--- src/rtl/cond_sum_subtractor_pipe.sv ---
`default_nettype none
// ============================================================================
// Module   : cond_sum_subtractor_pipe
// Purpose  : Two-stage pipelined conditional-sum subtractor on a valid/ready
//            stream. Computes diff = a - b - bin (mod 2^WIDTH), together with
//            an unsigned borrow-out and a signed-overflow flag.
//            Stage 1 resolves the low half and precomputes both high-half
//            candidates (low borrow 0 / low borrow 1). Stage 2 selects the
//            high-half candidate using the registered low-half borrow.
// Ports    : clk        rising-edge clock
//            rst        asynchronous reset, active low (0 = reset)
//            in_valid   operand beat offered
//            in_ready   block accepts a beat this cycle
//            a, b       minuend / subtrahend, WIDTH bits
//            bin        borrow-in
//            out_valid  result beat offered (registered)
//            out_ready  consumer accepts result
//            diff       (a - b - bin) mod 2^WIDTH (registered)
//            bout       1 iff a < b + bin (registered)
//            ovf        signed overflow of the subtraction (registered)
// Params   : WIDTH      operand width, even and >= 4
// Revision : 1.0  initial release
// ============================================================================
module cond_sum_subtractor_pipe #(
    parameter int WIDTH = 8
) (
    input  logic             clk,
    input  logic             rst,
    input  logic             in_valid,
    output logic             in_ready,
    input  logic [WIDTH-1:0] a,
    input  logic [WIDTH-1:0] b,
    input  logic             bin,
    output logic             out_valid,
    input  logic             out_ready,
    output logic [WIDTH-1:0] diff,
    output logic             bout,
    output logic             ovf
);

    localparam int HALF = WIDTH / 2;
    localparam int MSB  = WIDTH - 1;

    // ------------------------------------------------------------------------
    // Ripple of full-adder cells over one half-word. Returns {carry_out, sum}.
    // Subtraction is realised as x + ~y + cin, so a carry out of 1 means
    // "no borrow".
    // ------------------------------------------------------------------------
    function automatic logic [HALF:0] ripple_add(
        input logic [HALF-1:0] x,
        input logic [HALF-1:0] y,
        input logic            cin
    );
        logic            c;
        logic [HALF-1:0] s;
        c = cin;
        s = '0;
        for (int i = 0; i < HALF; i++) begin
            s[i] = x[i] ^ y[i] ^ c;
            c    = (x[i] & y[i]) | (c & (x[i] ^ y[i]));
        end
        return {c, s};
    endfunction

    // ------------------------------------------------------------------------
    // Stage-1 combinational datapath
    // ------------------------------------------------------------------------
    logic [WIDTH-1:0] w_b_n;
    logic [HALF:0]    w_lo_sum;
    logic             w_lo_borrow;
    logic [HALF:0]    w_hi0_sum;     // high half assuming low borrow = 0
    logic [HALF:0]    w_hi1_sum;     // high half assuming low borrow = 1
    logic             w_hi0_bout;
    logic             w_hi1_bout;
    logic             w_hi0_ovf;
    logic             w_hi1_ovf;
    logic             w_sign_differs;

    assign w_b_n = ~b;

    // Carry-in of the low half is the inverse of the borrow-in.
    assign w_lo_sum    = ripple_add(a[HALF-1:0], w_b_n[HALF-1:0], ~bin);
    assign w_lo_borrow = ~w_lo_sum[HALF];

    // A low-half borrow of 0 is a carry of 1 into the high half, and vice versa.
    assign w_hi0_sum = ripple_add(a[MSB:HALF], w_b_n[MSB:HALF], 1'b1);
    assign w_hi1_sum = ripple_add(a[MSB:HALF], w_b_n[MSB:HALF], 1'b0);

    assign w_hi0_bout = ~w_hi0_sum[HALF];
    assign w_hi1_bout = ~w_hi1_sum[HALF];

    // Signed overflow only possible when operand signs differ; it occurs when
    // the result sign departs from the minuend sign.
    assign w_sign_differs = a[MSB] ^ b[MSB];
    assign w_hi0_ovf      = w_sign_differs & (w_hi0_sum[HALF-1] ^ a[MSB]);
    assign w_hi1_ovf      = w_sign_differs & (w_hi1_sum[HALF-1] ^ a[MSB]);

    // ------------------------------------------------------------------------
    // Pipeline registers
    // ------------------------------------------------------------------------
    logic            s1_valid_q,     s1_valid_d;
    logic [HALF-1:0] s1_lo_diff_q,   s1_lo_diff_d;
    logic            s1_lo_borrow_q, s1_lo_borrow_d;
    logic [HALF-1:0] s1_hi0_q,       s1_hi0_d;
    logic            s1_bout0_q,     s1_bout0_d;
    logic            s1_ovf0_q,      s1_ovf0_d;
    logic [HALF-1:0] s1_hi1_q,       s1_hi1_d;
    logic            s1_bout1_q,     s1_bout1_d;
    logic            s1_ovf1_q,      s1_ovf1_d;

    logic             out_valid_q, out_valid_d;
    logic [WIDTH-1:0] diff_q,      diff_d;
    logic             bout_q,      bout_d;
    logic             ovf_q,       ovf_d;

    // ------------------------------------------------------------------------
    // Handshake
    // ------------------------------------------------------------------------
    logic w_s2_free;
    logic w_accept;
    logic w_s1_advance;

    // Stage 2 can take a new beat if empty or being drained this cycle.
    assign w_s2_free    = ~out_valid_q | out_ready;
    // No dependence on in_valid, so upstream may wait on in_ready safely.
    assign in_ready     = ~s1_valid_q | w_s2_free;
    assign w_accept     = in_valid & in_ready;
    assign w_s1_advance = s1_valid_q & w_s2_free;

    // ------------------------------------------------------------------------
    // Next-state logic
    // ------------------------------------------------------------------------
    always_comb begin
        s1_valid_d     = s1_valid_q;
        s1_lo_diff_d   = s1_lo_diff_q;
        s1_lo_borrow_d = s1_lo_borrow_q;
        s1_hi0_d       = s1_hi0_q;
        s1_bout0_d     = s1_bout0_q;
        s1_ovf0_d      = s1_ovf0_q;
        s1_hi1_d       = s1_hi1_q;
        s1_bout1_d     = s1_bout1_q;
        s1_ovf1_d      = s1_ovf1_q;
        out_valid_d    = out_valid_q;
        diff_d         = diff_q;
        bout_d         = bout_q;
        ovf_d          = ovf_q;

        // Stage 1: a new accept overrides the departure of the previous beat,
        // which lets advance and accept happen in the same cycle.
        if (w_accept) begin
            s1_valid_d     = 1'b1;
            s1_lo_diff_d   = w_lo_sum[HALF-1:0];
            s1_lo_borrow_d = w_lo_borrow;
            s1_hi0_d       = w_hi0_sum[HALF-1:0];
            s1_bout0_d     = w_hi0_bout;
            s1_ovf0_d      = w_hi0_ovf;
            s1_hi1_d       = w_hi1_sum[HALF-1:0];
            s1_bout1_d     = w_hi1_bout;
            s1_ovf1_d      = w_hi1_ovf;
        end else if (w_s1_advance) begin
            s1_valid_d = 1'b0;
        end

        // Stage 2: the conditional-sum select on the registered low borrow.
        // out_valid drops only when the consumer takes a beat and nothing
        // refills the stage.
        if (w_s1_advance) begin
            out_valid_d = 1'b1;
            if (s1_lo_borrow_q) begin
                diff_d = {s1_hi1_q, s1_lo_diff_q};
                bout_d = s1_bout1_q;
                ovf_d  = s1_ovf1_q;
            end else begin
                diff_d = {s1_hi0_q, s1_lo_diff_q};
                bout_d = s1_bout0_q;
                ovf_d  = s1_ovf0_q;
            end
        end else if (out_ready) begin
            out_valid_d = 1'b0;
        end
    end

    // ------------------------------------------------------------------------
    // State registers; reset discards every in-flight beat.
    // ------------------------------------------------------------------------
    always_ff @(posedge clk or negedge rst) begin
        if (!rst) begin
            s1_valid_q     <= 1'b0;
            s1_lo_diff_q   <= '0;
            s1_lo_borrow_q <= 1'b0;
            s1_hi0_q       <= '0;
            s1_bout0_q     <= 1'b0;
            s1_ovf0_q      <= 1'b0;
            s1_hi1_q       <= '0;
            s1_bout1_q     <= 1'b0;
            s1_ovf1_q      <= 1'b0;
            out_valid_q    <= 1'b0;
            diff_q         <= '0;
            bout_q         <= 1'b0;
            ovf_q          <= 1'b0;
        end else begin
            s1_valid_q     <= s1_valid_d;
            s1_lo_diff_q   <= s1_lo_diff_d;
            s1_lo_borrow_q <= s1_lo_borrow_d;
            s1_hi0_q       <= s1_hi0_d;
            s1_bout0_q     <= s1_bout0_d;
            s1_ovf0_q      <= s1_ovf0_d;
            s1_hi1_q       <= s1_hi1_d;
            s1_bout1_q     <= s1_bout1_d;
            s1_ovf1_q      <= s1_ovf1_d;
            out_valid_q    <= out_valid_d;
            diff_q         <= diff_d;
            bout_q         <= bout_d;
            ovf_q          <= ovf_d;
        end
    end

    assign out_valid = out_valid_q;
    assign diff      = diff_q;
    assign bout      = bout_q;
    assign ovf       = ovf_q;

endmodule
`default_nettype wire

--- config.mk ---
export PLATFORM = sky130hd
export DESIGN_NAME = cond_sum_subtractor_pipe
export DESIGN_NICKNAME = d
export VERILOG_FILES = /design/src/rtl/cond_sum_subtractor_pipe.sv
export SDC_FILE = /design/constraint.sdc
export NUM_CORES = 1
export LEC_CHECK = 0
export CAP_MARGIN = 10
export CORE_MARGIN = 5
export CORE_UTILIZATION = 29
export CTS_CLUSTER_DIAMETER = 50
export CTS_CLUSTER_SIZE = 12
export DETAILED_ROUTE_END_ITERATION = 10
export DONT_BUFFER_PORTS = 1
export PLACE_DENSITY_LB_ADDON = 0.08
export REMOVE_ABC_BUFFERS = 1
export SETUP_SLACK_MARGIN = 0.3
export SYNTH_ARGS = -nofsm -noshare
export SYNTH_HDL_FRONTEND = slang
export SYNTH_SLANG_ARGS = --single-unit
--- constraint.sdc ---
create_clock -name clk -period 1.88 [get_ports clk]
set_clock_uncertainty 0.15 [all_clocks]
set_input_delay 0.376 -clock clk [delete_from_list [all_inputs] [get_ports clk]]
set_output_delay 0.376 -clock clk [all_outputs]
set_load 0.01 [all_outputs]
==> Word level (Yosys, flattened, before mapping) <==
Cells that the tools add are included.
{ "op_classes": {"n_reduce_logical": 2, "bitwise": 64, "n_mux": 7} }
{ "op_table": {"columns": ["op", "n"], "rows": [
  ["$and A1 B1 Y1", 22],
  ["$xor A1 B1 Y1", 21],
  ["$or A1 B1 Y1", 13],
  ["$mux W8", 1],
  ["$not A8 Y8", 1],
  ["$not A1 Y1", 7],
  ["$mux W1", 6],
  ["$reduce_bool A2 Y1", 2]
]} }
{ "word_totals": {"in_bits": 21, "ff_bits": 29, "output_inout_bits": 12, "word_cells": 86} }

==> Logic depth before layout (Yosys ltp) <==
Gate-level depths: netlist (run 1).
{ "depth": {"word_depth": 11, "mapped_depth": 9, "ltp_nobuf": 9} }

==> Least setup slack after synthesis (run 1) <==
Ideal clock, no wire load.
{ "synth_timing": {"kind": "input to register", "start": "input port a[4]", "end": "register s1_ovf0_q", "path_buffers": 0, "setup_slack_ps": -684, "arrival_time_ps": 2288, "cell_stages": 8, "required_time_ps": 1605, "setup_ps": 125, "cell_sequence": "inv_1 ha_1 fa_1 fa_1 fa_1 xor2_1 nor2_1 mux2_4"} }
{ "synth_between": {"elab_chain_cells": 9, "elab_cells_between_ends": 10, "classes_between": "bitwise: 10"} }
{ "synth_rtl": {"columns": ["item", "line", "rtl"], "rows": [
  ["start, declared", "31", "input logic [WIDTH-1:0] a,"],
  ["$and A1 B1 Y1 or $xor A1 B1 Y1 (tied branches)", null, null],
  ["$or A1 B1 Y1 *", "60", "c = (x[i] & y[i]) | (c & (x[i] ^ y[i]));"],
  ["$and A1 B1 Y1 *", "60", null],
  ["$or A1 B1 Y1 *", "60", null],
  ["$and A1 B1 Y1 *", "60", null],
  ["$or A1 B1 Y1 *", "60", null],
  ["$xor A1 B1 Y1 *", "59", "s[i] = x[i] ^ y[i] ^ c;"],
  ["$xor A1 B1 Y1 *", "95", "assign w_hi0_ovf = w_sign_differs & (w_hi0_sum[HALF-1] ^ a[MSB]);"],
  ["$and A1 B1 Y1 *", "95", null],
  ["end signal, assigned", "207", "s1_ovf0_q <= s1_ovf0_d;"],
  ["end, declared", "106", "logic s1_ovf0_q, s1_ovf0_d;"]
]} }
Mark *: on every way between the ends. The rest lies on a longest branch, timed or not.
A chain may end at the register's enable or synchronous reset.

==> Worst setup path after layout (run 1) <==
{ "layout_timing": {"start": "input port b[4]", "end": "register s1_ovf1_q"} }
{ "layout_between": {"elab_chain_cells": 9} }
{ "layout_rtl": {"columns": ["item", "line", "rtl"], "rows": [
  ["start, declared", "32", "input logic [WIDTH-1:0] b,"],
  ["$not A8 Y8", "79", "assign w_b_n = ~b;"],
  ["$and A1 B1 Y1 (2 in series)", "60", null],
  ["$or A1 B1 Y1", "60", null],
  ["$and A1 B1 Y1", "60", null],
  ["$or A1 B1 Y1", "60", null],
  ["$xor A1 B1 Y1", "59", null],
  ["$xor A1 B1 Y1", "96", "assign w_hi1_ovf = w_sign_differs & (w_hi1_sum[HALF-1] ^ a[MSB]);"],
  ["$and A1 B1 Y1", "96", null],
  ["end signal, assigned", "210", "s1_ovf1_q <= s1_ovf1_d;"],
  ["end, declared", "109", "logic s1_ovf1_q, s1_ovf1_d;"]
]} }
No other way between the ends.

==> results of run 1 <==
-- worst min path at each step --
stage            endpoint  depth (start not counted)      from
2_1_floorplan        bout                          0       rst
3_3_place_gp   s1_valid_q                          0       rst
3_5_place_dp    out_valid                          0       rst
4_1_cts        s1_valid_q                          1  in_valid
5_1_grt        s1_valid_q                          1  in_valid
6_report       s1_valid_q                          1  in_valid
-- timing repair --
action,4_1_cts,5_1_grt
buffers inserted,1,0
hold endpoints to repair,29,0
pin swaps,3,4
gates resized for setup,27,8
endpoints found under the setup margin,10,12
hold buffers,2,0
-- cell usage after synthesis, types with 2 or more instances --
cell type and number:
sky130_fd_sc_hd__xor2_1 2, sky130_fd_sc_hd__nor2_1 2, sky130_fd_sc_hd__dfrtp_1 29, sky130_fd_sc_hd__nand2b_1 3, sky130_fd_sc_hd__inv_1 22, sky130_fd_sc_hd__ha_1 3
sky130_fd_sc_hd__fa_1 10, sky130_fd_sc_hd__mux2_2 11, sky130_fd_sc_hd__a31oi_1 6, sky130_fd_sc_hd__mux2i_1 15, sky130_fd_sc_hd__a21oi_1 6
-- report_power, final --
part / leakage [uW] / internal [uW] / switching (uW) / total (uW)
registers: 0.000335 / 793 / 151 / 943
clock network: 0.0000395 / 262 / 217 / 479
logic: 0.000457 / 214 / 160 / 374
total: 0.000832 / 1270 / 528 / 1800
-- routing by layer --
layer  vias to the layer above  share of wire
met5                         -              0
met4                         0         0.0097
met3                         5          0.092
met2                        27           0.46
met1                       398           0.44
li1                        395              -
-- kinds of logic (layout without fill, tap and decap cells) --
group                    after synthesis  in the layout
AND/OR/NAND/NOR                        8              8
multiplexers                          27             27
adder cells (fa/ha/maj)               13             13
flip-flops                            29             29
AO/OA/AOI/OAI                         12             12
XOR/XNOR                               2              2
buffers and inverters                 26             36
-- layout make-up --
class                           instances  area, um^2
Multi-Input combinational cell         62         718
Sequential cell                        29         726
Inverter                               22         138
Fill cell                             532        3260
Clock buffer                            8        80.1
Timing Repair Buffer                    6        63.8
Tap cell                               70        87.6
-- state kept, by name, indices dropped and copies added (netlist names) --
name	flops
bout	1
diff	8
out_valid	1
ovf	1
s1_bout0_q	1
s1_bout1_q	1
s1_hi0_q	4
s1_hi1_q	4
s1_lo_borrow_q	1
s1_lo_diff_q	4
s1_ovf0_q	1
s1_ovf1_q	1
s1_valid_q	1
-- critical path, stage by stage --
cell	delay, ns
sky130_fd_sc_hd__clkinv_16	0.02
sky130_fd_sc_hd__ha_4	0.10
sky130_fd_sc_hd__inv_2	0.03
sky130_fd_sc_hd__fa_2	0.33
sky130_fd_sc_hd__fa_2	0.36
sky130_fd_sc_hd__fa_2	0.55
sky130_fd_sc_hd__xor2_1	0.14
sky130_fd_sc_hd__nor2_1	0.06
sky130_fd_sc_hd__mux2_2	0.25
-- metrics by stage --
step | instances | TNS, ns | total power, uW | util | cell area (um^2)
final | 197 | -0.776 | 1800 | 0.357 | 1810
after global routing | 197 | -0.934 | 1940 | 0.357 | 1810
after CTS | 197 | -0.982 | 1840 | 0.349 | 1770
after detailed placement | 186 | -4.14 | 1300 | 0.312 | 1580
after global placement | 186 | -4.03 | 1280 | 0.312 | 1580
after floorplan | 113 | -3.08 | 1190 | - | 1470
==> out/summary.txt, run 1 <==
DIE
---------------------------------------------------------------------------------
Die Ht                                                                    82.1 um
Area of the die                                                      0.00674 mm^2
Ports placed on the boundary                                                   33
Std-Cell Rows                                                                  26
Starting density of the core                                                0.297
Core region area                                                     0.00507 mm^2
Horizontal extent of the die                                              82.1 um

TIMING
---------------------------------------------------------------------------------
Fraction of the cycle the final worst path needs                             1.18
Clock period minus final worst setup slack                                2.21 ns
Unrepaired setup endpoints after global routing                               yes
Final Hold Slack                                                        0.0673 ns
Max Freq                                                                  452 MHz
Slew at the pin closest to its max-slew limit                            0.394 ns
Number of pins with negative max-slew slack in the final report                 0
Slew HR                                                                     0.738
Worst Slack Setup Final                                                 -0.331 ns
Final hold violations                                                           0
Setup violations, final                                                         3

ROUTE
---------------------------------------------------------------------------------
Total Wirelength                                                          2.77 mm
Vias per inst                                                                4.19
Final ANT Viol Nets                                                             0
Starting DRC count in detailed routing                                         25
Drc violations                                                                  0
Pre-Repair DR Iteration Count                                                   2
Number of vias after detailed routing                                         825
Average wire per standard cell                                            14.1 um

GLOBAL ROUTING
---------------------------------------------------------------------------------
GR Layer Usage met2                                                         0.134
Met3 capacity usage during global routing                                  0.0482
Overflow left after global routing                                              0
Overall Global Routing Usage                                               0.0941
M1 GR Usage                                                                 0.121
Largest net degree at the start of global routing                              30
Most congested layer reported by global routing                              met2
Number of antenna violations at the first check in global routing               0
Number of global-route vias before repair                                     918
First-pass GRT wire length                                                4.60 mm

CRITICAL PATH
---------------------------------------------------------------------------------
Sort of element at the start of the critical path                      input port
WP data arrival                                                           2.22 ns
Required time reported for the critical path endpoint                     1.89 ns
Crit path to                                                            s1_ovf1_q
Setup slack of the worst register-to-register path                        0.37 ns
Source of the worst register-to-register timing path                    out_valid
Reg2Reg Capture Point                                                 s1_hi1_q[0]
Critical path peak fanout                                                       2
Critical Path End Type                                                   register
Worst reg2reg path depth                                                        3
WS Path Type                                                         input port to register
Critical path launch point                                                   b[4]

CLOCK TREE
---------------------------------------------------------------------------------
Source-to-sink clock delay at the later pin of the worst-skew pair        0.27 ns
CTS clk-pin slew, worst paths                                             0.06 ns
Root cell of the clock tree                                          sky130_fd_sc_hd__clkbuf_8
H-tree Lvls                                                                     2
Total clock sinks                                                              29
Maximum number of buffers from clock root to sink                               2
CTS Buf Count                                                                   5
TritonCTS clock tree                                                         done

LOGIC SYNTHESIS
---------------------------------------------------------------------------------
Number of flops mapped to enable cells by yosys                                 0
Distinct cell type count after synthesis                                       19
Cells after synthesis                                                         117
Leading area contributor after synthesis                             sky130_fd_sc_hd__dfrtp_1
Synthesized-area fraction occupied by ao, oa, aoi and oai cells            0.0449
Synthesized-area fraction occupied by adder cells                           0.158
Portion of netlist area occupied by mux cells                               0.192
Flip-flop cell with the highest count after synthesis                sky130_fd_sc_hd__dfrtp_1
Post-Synth XOR/XNOR Area                                                   0.0116
Summed instance area of the synthesized netlist                      0.00151 mm^2
Biggest area contributors in the synthesized netlist                 sky130_fd_sc_hd__dfrtp_1, sky130_fd_sc_hd__fa_1, sky130_fd_sc_hd__mux2i_1
Portion of synthesized cell area occupied by the leading cell type          0.482
Sequential fraction of the synthesis area                                   0.482
Post-synthesis sequential element count                                        29
Dominant combinational cell family by area after synthesis           multiplexers
Async SR Flop Fraction                                                       1.00
Synthesized area per cell                                               12.9 um^2
Total number of yosys warnings                                                  0
Fraction of the mapped netlist area in simple logic gates                  0.0349

PWR
---------------------------------------------------------------------------------
Maximum resistive drop on vdd                                          0.000289 V
Leakage power figure                                                  0.000832 uW
Total power per unit cell area                                        991 mW/mm^2

FINISH
---------------------------------------------------------------------------------
Final net count                                                               160
Commonest non-fill, non-tap cell in the layout                       sky130_fd_sc_hd__dfrtp_1
Leading cell types in the layout, fill and taps excluded             sky130_fd_sc_hd__dfrtp_1, sky130_fd_sc_hd__inv_1, sky130_fd_sc_hd__mux2i_1
Number of inserted diodes                                                       0
Growth of design area from synthesis to finish                              20.3%
Layout cells sized above 1                                                  0.323

PLACE
---------------------------------------------------------------------------------
Count of buffers from port buffering                                            0
Worst Setup Slack post-DPL                                              -0.779 ns
Post-detail-place hpwl                                                    2.04 mm
Global placer's final weighted congestion                                   0.623

HOLD PATH
---------------------------------------------------------------------------------
Path category of the worst min-delay check                           input port to register

FLOW RUN
---------------------------------------------------------------------------------
Max-cap check violation count                                                   0

OUTCOME
---------------------------------------------------------------------------------
Run status                                                           finished with violations
Failing checks                                                       setup timing

Note: power is estimated with default switching activity, not from simulation.
==> run 2: changes to the inputs <==
CORE_UTILIZATION = 61   (was 29)
CTS_CLUSTER_DIAMETER = 60   (was 50)
==> out/summary.txt, run 2 (synthesis results as in run 1) <==
OUTCOME
---------------------------------------------------------------------------------
Run status                                                           finished with violations
Failing checks                                                       setup timing

DIE
---------------------------------------------------------------------------------
Die Ht                                                                    59.7 um
Core region area                                                     0.00241 mm^2
Starting density of the core                                                0.625
Std-Cell Rows                                                                  18
Area of the die                                                      0.00356 mm^2
Horizontal extent of the die                                              59.7 um
Ports placed on the boundary                                                   33

TIMING
---------------------------------------------------------------------------------
Max Freq                                                                  456 MHz
Slew HR                                                                     0.774
Final hold violations                                                           0
Unrepaired setup endpoints after global routing                               yes
Setup violations, final                                                         2
Worst Slack Setup Final                                                 -0.313 ns
Number of pins with negative max-slew slack in the final report                 0
Clock period minus final worst setup slack                                2.19 ns
Slew at the pin closest to its max-slew limit                            0.338 ns
Fraction of the cycle the final worst path needs                             1.17

ROUTE
---------------------------------------------------------------------------------
Starting DRC count in detailed routing                                         18
Drc violations                                                                  0
Total Wirelength                                                          2.66 mm
Final ANT Viol Nets                                                             0
Pre-Repair DR Iteration Count                                                   4
Average wire per standard cell                                            16.4 um
Number of vias after detailed routing                                         860
Vias per inst                                                                5.31

CRITICAL PATH
---------------------------------------------------------------------------------
Reg2Reg Capture Point                                                s1_lo_diff_q[0]
Cell at the slowest stage of the critical path                       sky130_fd_sc_hd__fa_2
Required time reported for the critical path endpoint                     1.93 ns
Worst reg2reg path depth                                                        3
Sort of element at the start of the critical path                      input port
Crit path largest cell delay                                              0.55 ns
Critical Path End Type                                                   register
Setup slack of the worst register-to-register path                        0.42 ns
Count of buffer and inverter cells on the critical path                         2
Most common cell on crit path                                        sky130_fd_sc_hd__fa_2
Delay-heaviest family, CP                                             adder cells
WP data arrival                                                           2.24 ns
Worst path cell trace                                                clkinv_16, ha_4, inv_2, fa_2, fa_2, fa_2, xor2_1, nor2_1, mux2_2
Critical path peak fanout                                                       2
Source of the worst register-to-register timing path                    out_valid
WS Path Type                                                         input port to register

CLOCK TREE
---------------------------------------------------------------------------------
Source-to-sink clock delay at the later pin of the worst-skew pair        0.31 ns
Total clock sinks                                                              29
CTS Buf Count                                                                   5
Maximum number of buffers from clock root to sink                               2
TritonCTS clock tree                                                         done
Root cell of the clock tree                                          sky130_fd_sc_hd__clkbuf_4
CTS clk-pin slew, worst paths                                             0.08 ns
H-tree Lvls                                                                     2

PLACE
---------------------------------------------------------------------------------
Number of instances in the placed design                                      145
Worst Setup Slack post-DPL                                              -0.768 ns
Global placer's final weighted congestion                                   0.696
Count of buffers from port buffering                                            0
Post-detail-place hpwl                                                    1.85 mm

FLOW RUN
---------------------------------------------------------------------------------
Max-cap check violation count                                                   0

GLOBAL ROUTING
---------------------------------------------------------------------------------
Overflow left after global routing                                              0
Most congested layer reported by global routing                              met2
Met3 capacity usage during global routing                                  0.0713
GR Layer Usage met2                                                         0.267
Overall Global Routing Usage                                                0.156
Number of antenna violations at the first check in global routing               0
Largest net degree at the start of global routing                              30
Number of global-route vias before repair                                     930
First-pass GRT wire length                                                3.97 mm
M1 GR Usage                                                                 0.165

FINISH
---------------------------------------------------------------------------------
Leading cell types in the layout, fill and taps excluded             sky130_fd_sc_hd__dfrtp_1, sky130_fd_sc_hd__inv_1, sky130_fd_sc_hd__mux2i_1
Layout cells sized above 1                                                  0.371
Commonest non-fill, non-tap cell in the layout                       sky130_fd_sc_hd__dfrtp_1
Number of inserted diodes                                                       0
Flip-flop count of the largest register after layout                            8
Final net count                                                               166
Growth of design area from synthesis to finish                              20.4%
Final Instance Count excl. Fillers                                            162
Number of filler cells placed in the layout                                   172

PWR
---------------------------------------------------------------------------------
Leakage power figure                                                  0.000864 uW
Total power per unit cell area                                        944 mW/mm^2
Maximum resistive drop on vdd                                          0.000664 V

HOLD PATH
---------------------------------------------------------------------------------
Path category of the worst min-delay check                           input port to register
Hold Path Depth                                                                 1
Hold_sp                                                                  in_valid
Endpoint of the worst hold-timing path                                 s1_valid_q

==> run 2: power by group <==
group | leakage (uW) | switching [uW] | internal, uW
registers | 0.000335 | 154 | 791
logic | 0.000497 | 175 | 226
clock network | 0.0000314 | 192 | 176
total | 0.000864 | 521 | 1190
==> run 2: layout make-up <==
type | count | area (um^2) | area share
clock buffer | 7 | 55.1 | 0.0303
inverter | 22 | 148 | 0.0814
multi-input combinational | 62 | 743 | 0.410
sequential | 29 | 726 | 0.400
tap | 30 | 37.5 | 0.0207
timing repair buffer | 12 | 105 | 0.0579
==> run 2: per-layer routing <==
| layer | wire [um] | share of wire |
|---|---|---|
| met5 | 0 | 0 |
| met4 | 34 | 0.013 |
| met2 | 1470 | 0.55 |
| met3 | 214 | 0.081 |
| met1 | 942 | 0.35 |
==> run 2: repair_timing <==
item / CTS / global route
buffers inserted: 0 / 8
pin swaps: 5 / 5
hold endpoints to repair: 29 / 0
resized for setup: 31 / 11
setup endpoints to repair: 12 / 13
hold buffers: 2 / 0
==> run 2: through the flow <==
| stage | cell area, um^2 | hold slack, ns | utilization | TNS [ns] | power [uW] |
|---|---|---|---|---|---|
| 6_report | 1810 | 0.0368 | 0.753 | -0.611 | 1710 |
| 5_1_grt | 1810 | 0.0169 | 0.753 | -0.657 | 1830 |
| 4_1_cts | 1690 | 0.0370 | 0.703 | -0.637 | 1700 |
| 3_5_place_dp | 1530 | -0.0689 | 0.633 | -3.79 | 1290 |
| 3_3_place_gp | 1530 | -0.0688 | 0.633 | -3.57 | 1260 |
| 2_1_floorplan | 1470 | -0.0696 | - | -3.08 | 1190 |
==> run 2: how the worst max path moves through the flow <==
stage,start,to,slack (ns),cells after the start
2_1_floorplan,a[4],s1_ovf0_q,-0.68,8
3_3_place_gp,a[4],s1_ovf0_q,-0.73,8
3_5_place_dp,b[4],s1_ovf1_q,-0.77,9
4_1_cts,b[4],s1_ovf1_q,-0.32,9
5_1_grt,b[4],s1_ovf1_q,-0.35,9
6_report,b[4],s1_ovf1_q,-0.31,9
==> run 3: changes to the inputs <==
ABC_CLOCK_PERIOD_IN_PS = 1880   (was default)
==> results of run 3 <==
Same layout as run 2: the final DEF is identical, and so are final timing and power.
